===== src/rtl/axis_fifo_wr_ctrl.sv =====
// Packs AXI-Stream beats into FIFO words behind a 2-entry skid buffer so tready stays registered.
// Define AXIS_FIFO_WR_CTRL_PKT_LIMIT_EN to cut packets longer than MAX_BEATS by forcing tlast.

module axis_fifo_wr_ctrl #(
  parameter int BUS_WIDTH  = 1,
  parameter int FIFO_WIDTH = 8,
  parameter int USER_WIDTH = 1,
  parameter int DEST_WIDTH = 1,
  parameter int MAX_BEATS  = 256
) (
  input  logic                      s_axis_aclk,
  input  logic                      s_axis_arst,
  input  logic                      s_axis_tvalid,
  output logic                      s_axis_tready,
  input  logic [BUS_WIDTH*8-1:0]    s_axis_tdata,
  input  logic [BUS_WIDTH-1:0]      s_axis_tkeep,
  input  logic                      s_axis_tlast,
  input  logic [USER_WIDTH-1:0]     s_axis_tuser,
  input  logic [DEST_WIDTH-1:0]     s_axis_tdest,
  output logic                      wr_en,
  output logic [FIFO_WIDTH*8-1:0]   wr_data,
  input  logic                      wr_full,
  output logic                      wr_tlast,
  output logic                      pkt_cut
);

  localparam int WORD_W = FIFO_WIDTH * 8;
  localparam int PACK_W = DEST_WIDTH + USER_WIDTH + BUS_WIDTH * 9 + 1;

  if (PACK_W > WORD_W) begin : g_pack_too_wide
    $error("axis_fifo_wr_ctrl: packed width %0d exceeds FIFO word width %0d", PACK_W, WORD_W);
  end
  if (MAX_BEATS < 1) begin : g_bad_max_beats
    $error("axis_fifo_wr_ctrl: MAX_BEATS must be at least 1");
  end

  logic              ready_q;
  logic              out_valid, skid_valid;
  logic              out_valid_next, skid_valid_next;
  logic [WORD_W-1:0] out_data, skid_data, in_word;
  logic              accept, null_beat, load, drain;
  logic              load_out, load_skid, skid_to_out;
  logic              cut_now, tlast_eff;

  assign null_beat = (s_axis_tkeep == '0) & ~s_axis_tlast;
  assign accept    = s_axis_tvalid & ready_q;
  assign load      = accept & ~null_beat;
  assign drain     = out_valid & ~wr_full;
  assign tlast_eff = s_axis_tlast | cut_now;
  assign in_word   = WORD_W'({s_axis_tdata, s_axis_tkeep, s_axis_tuser, s_axis_tdest, tlast_eff});

  // tready is low whenever SKID holds a beat, so a load never collides with a SKID->OUT move.
  always_comb begin
    skid_to_out     = drain & skid_valid;
    load_out        = load & (~out_valid | (drain & ~skid_valid));
    load_skid       = load & out_valid & ~drain;
    out_valid_next  = load_out | skid_to_out | (out_valid & ~drain);
    skid_valid_next = load_skid | (skid_valid & ~skid_to_out);
  end

  always_ff @(posedge s_axis_aclk) begin
    if (s_axis_arst) begin
      ready_q    <= 1'b0;
      out_valid  <= 1'b0;
      skid_valid <= 1'b0;
      out_data   <= '0;
      skid_data  <= '0;
    end else begin
      ready_q    <= ~skid_valid_next;
      out_valid  <= out_valid_next;
      skid_valid <= skid_valid_next;
      if (load_out)
        out_data <= in_word;
      else if (skid_to_out)
        out_data <= skid_data;
      if (load_skid)
        skid_data <= in_word;
    end
  end

`ifdef AXIS_FIFO_WR_CTRL_PKT_LIMIT_EN
  localparam int CNT_W = $clog2(MAX_BEATS) + 1;

  logic [CNT_W-1:0] beat_cnt;
  logic             out_cut, skid_cut;

  assign cut_now = (beat_cnt == CNT_W'(MAX_BEATS - 1)) & ~s_axis_tlast;
  assign pkt_cut = wr_en & out_cut;

  // Counted as beats enter the buffer; every buffered beat is written in order, so this
  // tracks the written-beat count of the packet while letting the cut be decided at load.
  always_ff @(posedge s_axis_aclk) begin
    if (s_axis_arst) begin
      beat_cnt <= '0;
      out_cut  <= 1'b0;
      skid_cut <= 1'b0;
    end else begin
      if (load)
        beat_cnt <= tlast_eff ? '0 : beat_cnt + 1'b1;
      if (load_out)
        out_cut <= cut_now;
      else if (skid_to_out)
        out_cut <= skid_cut;
      if (load_skid)
        skid_cut <= cut_now;
    end
  end
`else
  assign cut_now = 1'b0;
  assign pkt_cut = 1'b0;
`endif

  assign s_axis_tready = ready_q;
  assign wr_en         = drain;
  assign wr_data       = out_data;
  assign wr_tlast      = wr_en & out_data[0];

endmodule

===== config.mk =====
export PLATFORM = sky130hd
export DESIGN_NAME = axis_fifo_wr_ctrl
export DESIGN_NICKNAME = d
export VERILOG_FILES = /design/src/rtl/axis_fifo_wr_ctrl.sv
export SDC_FILE = /design/constraint.sdc
export NUM_CORES = 1
export LEC_CHECK = 0
export ABC_CLOCK_PERIOD_IN_PS = 1300
export CORE_ASPECT_RATIO = 1.75
export CORE_MARGIN = 8
export CORE_UTILIZATION = 30
export DETAILED_ROUTE_END_ITERATION = 10
export PLACE_DENSITY_LB_ADDON = 0.3
export SYNTH_ARGS = -nofsm -noshare
export SYNTH_HDL_FRONTEND = slang
export SYNTH_SLANG_ARGS = --single-unit

===== constraint.sdc =====
create_clock -name s_axis_aclk -period 1.3 [get_ports s_axis_aclk]
set_clock_uncertainty 0.15 [all_clocks]
set_input_delay 0.39 -clock s_axis_aclk [delete_from_list [all_inputs] [get_ports s_axis_aclk]]
set_output_delay 0.39 -clock s_axis_aclk [all_outputs]
set_load 0.02 [all_outputs]

Yosys cells after proc, flatten, opt, wreduce, memory -nomap -nowiden
Cells that the tools add are included.
Operators by class
  mux-type cells: 2
  bitwise logic cells: 25
  reduce and logical (&&, ||, !) cells: 1
Operators with widths (count)
  12-bit 2-to-1 mux: 2
  1-bit AND: 12
  1-bit inverter: 9
  1-bit bitwise OR: 4
  2-bit nonzero test: 1
Word-level totals
  bits in registers: 27
  input port bits: 16
  output and inout bits: 68
  logic and storage cells: 33

Longest topological paths before layout
  depth after elaboration: 8
  depth in mapped cells: 4
  gate-level depth less buffers: 3

Worst setup path before layout
OpenSTA, ideal clock, no wires.
  path type: register -> output
  from: register out_valid
  to: output wr_tlast
  arrival: 1139 ps
  data required time: 760 ps
  slack: -379 ps
  stages on the path, launching flop included: 3
  path buffers: 0
  cell sequence: dfxtp_1 nor2b_1 and2_1
On the way
  longest elaborated chain between the ends: 2
RTL lines
  from (decl): line 38  | logic out_valid, skid_valid;
  from (signal assigned): line 70  | out_valid <= out_valid_next;
  1-bit AND: line 48  | assign drain = out_valid & ~wr_full;
  net wr_en: line 20  | output logic wr_en,
  1-bit AND: line 116  | assign wr_tlast = wr_en & out_data[0];
  to (decl): line 23  | output logic wr_tlast,
The timed path passes the listed nets, and every way through them passes these cells.

Worst setup path in the final report
  from: register out_valid
  to: output wr_tlast
On the way
  longest elaborated chain between the ends: 2
RTL lines (line)
  1-bit AND: 48
  1-bit AND: 116
Every way passes these cells.

==> impl_metrics.yaml <==
status:
  run_status: "finished, violations left"
  failed_checks: "setup timing"
cells_and_area:
  finalNetCount: 259
  filler_cell_count: 543
  drive_gt1_frac: 0.413
  multiInputGateArea_um2: 946
  layout.cells.most_common_list: "53 x conb_1, 23 x nand2_1, 20 x buf_6"
  sequential_cell_area_um2: 559
  antennaDiodeCount: 0
  final_design_area_no_fill_um2: 2240
  mostFrequentLayoutCell: "conb_1"
  final_cell_count_no_fill: 297
  syn_to_final_growth_pct: 40.1
synthesis:
  ys_seq_area_frac: 0.338
  gate_count_of_the_mapped_netlist: 193
  synthDistinctLibCells: 25
  synth.cell_area_um2: 1600
  ys.warnings.count: 0
  synth.avg_cell_area_um2: 8.29
  ys_seq_elements: 27
cts:
  clk_transition_reported_paths_ps: 90
  cts_hold_repair.buffers: 0
  h-tree-depth: 1
  cts-root-buf: "clkbuf_8"
  clock_latency_ps: 270
  clock_tree.buffer_depth: 2
  numCtsBuffers: 3
  clock-sinks: 27
  cts_tree: "done"
global_routing:
  global_route.overflow_total: 0
  global_route.usage.total: 0.104
  grt_pass1_wl_mm: 6.82
  pin_count_of_the_biggest_net_entering_global_routing: 28
  grt_antenna_before_repair: 0
  grt_pass1_vias: 1460
min_path:
  timing.hold.worst.class: "reg2reg"
floorplanning:
  row_count: 35
  initial_core_utilization: 0.307
  chipHeight_um: 113
  die_width_um: 71.2
  core-area_um2: 5210
  io_pins: 84
  die-area_um2: 8010
routing:
  remaining_drcs: 0
  wl_per_cell_um: 15.5
  routed-via-count: 1398
  avgViaCountPerCell: 4.71
  drt.antenna.violating_nets: 0
  drt-total-wl_mm: 4.61
  drt_pass1_iterations: 4
  drt_first_iter_violations: 54
run:
  max_cap_viol_count: 0
critical_path:
  worstSetupStartpointType: "flop"
  worst-endpoint-arrival_ps: 1000
  required_ps: 760
  crit_path_max_fanout: 3
  timing_worst_setup_path_type: "reg2out"
  setup.worst_path.end_class: "output pin"
pwr:
  pwr-share-seq: 0.462
  sw_frac_of_total: 0.323
  intPower_w: 0.00130
  pwr-share-comb: 0.286
  clkPwrFrac: 0.251
  p_leak_nw: 0.888
  power_per_cell_area_nw_per_um2: 856
  power.switching_w: 0.000619
  power.ir.vdd_worst_mv: 0.319
placement:
  io_buffer_count: 30
  place_inst: 287
  hpwl_mm: 2.97
  gp_congestion: 0.726
  dpl_cell_area_um2: 1920
sta:
  worst_slack_ps: -242
  report.final.hold_viol_count: 0
  fin_crit_sh: 1.19
  period_minus_slack_ps: 1540
  max_freq_mhz: 648
  setup_repair_after_global_routing_missed_its_margin: "yes"
  timing.final.setup_violations: 16
  final-max-slew-violation-count: 0
## layer usage
metal  track usage  vias up  part of all wire
li1              -      657                 -
met1         0.102      658              0.38
met2         0.190       77              0.51
met3        0.0268        6             0.096
met4        0.0517        0             0.015
met5             0        -                 0
## metrics by stage
step | utilization | setup TNS (ps) | hold slack, ps | power [W] | setup slack [ps]
after floorplan | - | -31.1 | 304 | 0.00129 | -31.1
after global placement | 0.368 | -20150 | 311 | 0.00136 | -983
after detailed placement | 0.368 | -20610 | 318 | 0.00136 | -986
after CTS | 0.394 | -1220 | 332 | 0.00186 | -261
after global routing | 0.430 | -2260 | 349 | 0.00200 | -302
final | 0.430 | -1030 | 327 | 0.00192 | -242
## flip-flops by register name, summed over array words and instances (netlist names)
name and cells:
out_valid 1, s_axis_tready 1, skid_data 12, skid_valid 1
wr_data 12
## path summary, 6_finish.rpt
| check | startpoint | to | slack [ps] | cells past startpoint |
|---|---|---|---|---|
| setup / recovery | out_valid | wr_tlast | -240 | 3 |
| hold / removal | skid_data[3] | skid_data[3] | 330 | 2 |
| setup reg to reg | out_valid | wr_data[7] | -70 | 4 |
| hold reg to reg | skid_data[3] | skid_data[3] | 330 | 2 |
## area by class of cell
type,count,area share
clock buffer,4,0.0201
inverter,1,0.00168
multi-input combinational,153,0.422
sequential,27,0.250
tap,55,0.0307
timing repair buffer,57,0.275
## synthesized netlist by cell type (all sizes together)
library cell	instances	area (µm²)
o21a	1	7.51
o211a	1	17.5
clkbuf	4	15.0
a311oi	12	124
nand2	26	100
and3b	1	10.0
buf	61	459
inv	1	3.75
o21ai	13	65.1
and2	2	12.5
o211ai	1	21.3
nor3	12	60.1
a21oi	14	70.1
conb	1	3.75
dfxtp	27	541
nand3	12	60.1
nor3b	1	7.51
nor2b	1	6.26
a21o	1	7.51
nand3b	1	7.51
## what timing repair did
action / CTS / global route
gates resized for setup: 116 / 47
cloned: 3 / 1
endpoints found under the setup margin: 42 / 39
pin swaps: 7 / 9
setup buffers: 1 / 2
## worst max-delay path, stage by stage, from the launching register on
cell and delay, ps:
dfxtp_2 330, nor2b_4 150, and2_4 140, buf_6 100
## power groups by stage
| stage | sequential [W] | combinational [W] | clock, W |
|---|---|---|---|
| after floorplan | 0.000931 | 0.000361 | 0 |
| after global placement | 0.000895 | 0.000466 | 0 |
| after detailed placement | 0.000895 | 0.000465 | 0 |
| after CTS | 0.000881 | 0.000495 | 0.000489 |
| after global routing | 0.000892 | 0.000582 | 0.000529 |
| final | 0.000887 | 0.000549 | 0.000482 |
## cells by family (layout without fill, tap and decap cells)
kind of cell	count (synthesis)	count (layout)	synth area share
buffers and inverters	66	62	0.299
AOI/OAI and AO/OA	43	43	0.196
other	1	53	0.00235
DFF	27	27	0.338
and+or+nand+nor	56	57	0.165
Power figures use the tool's default switching activity.
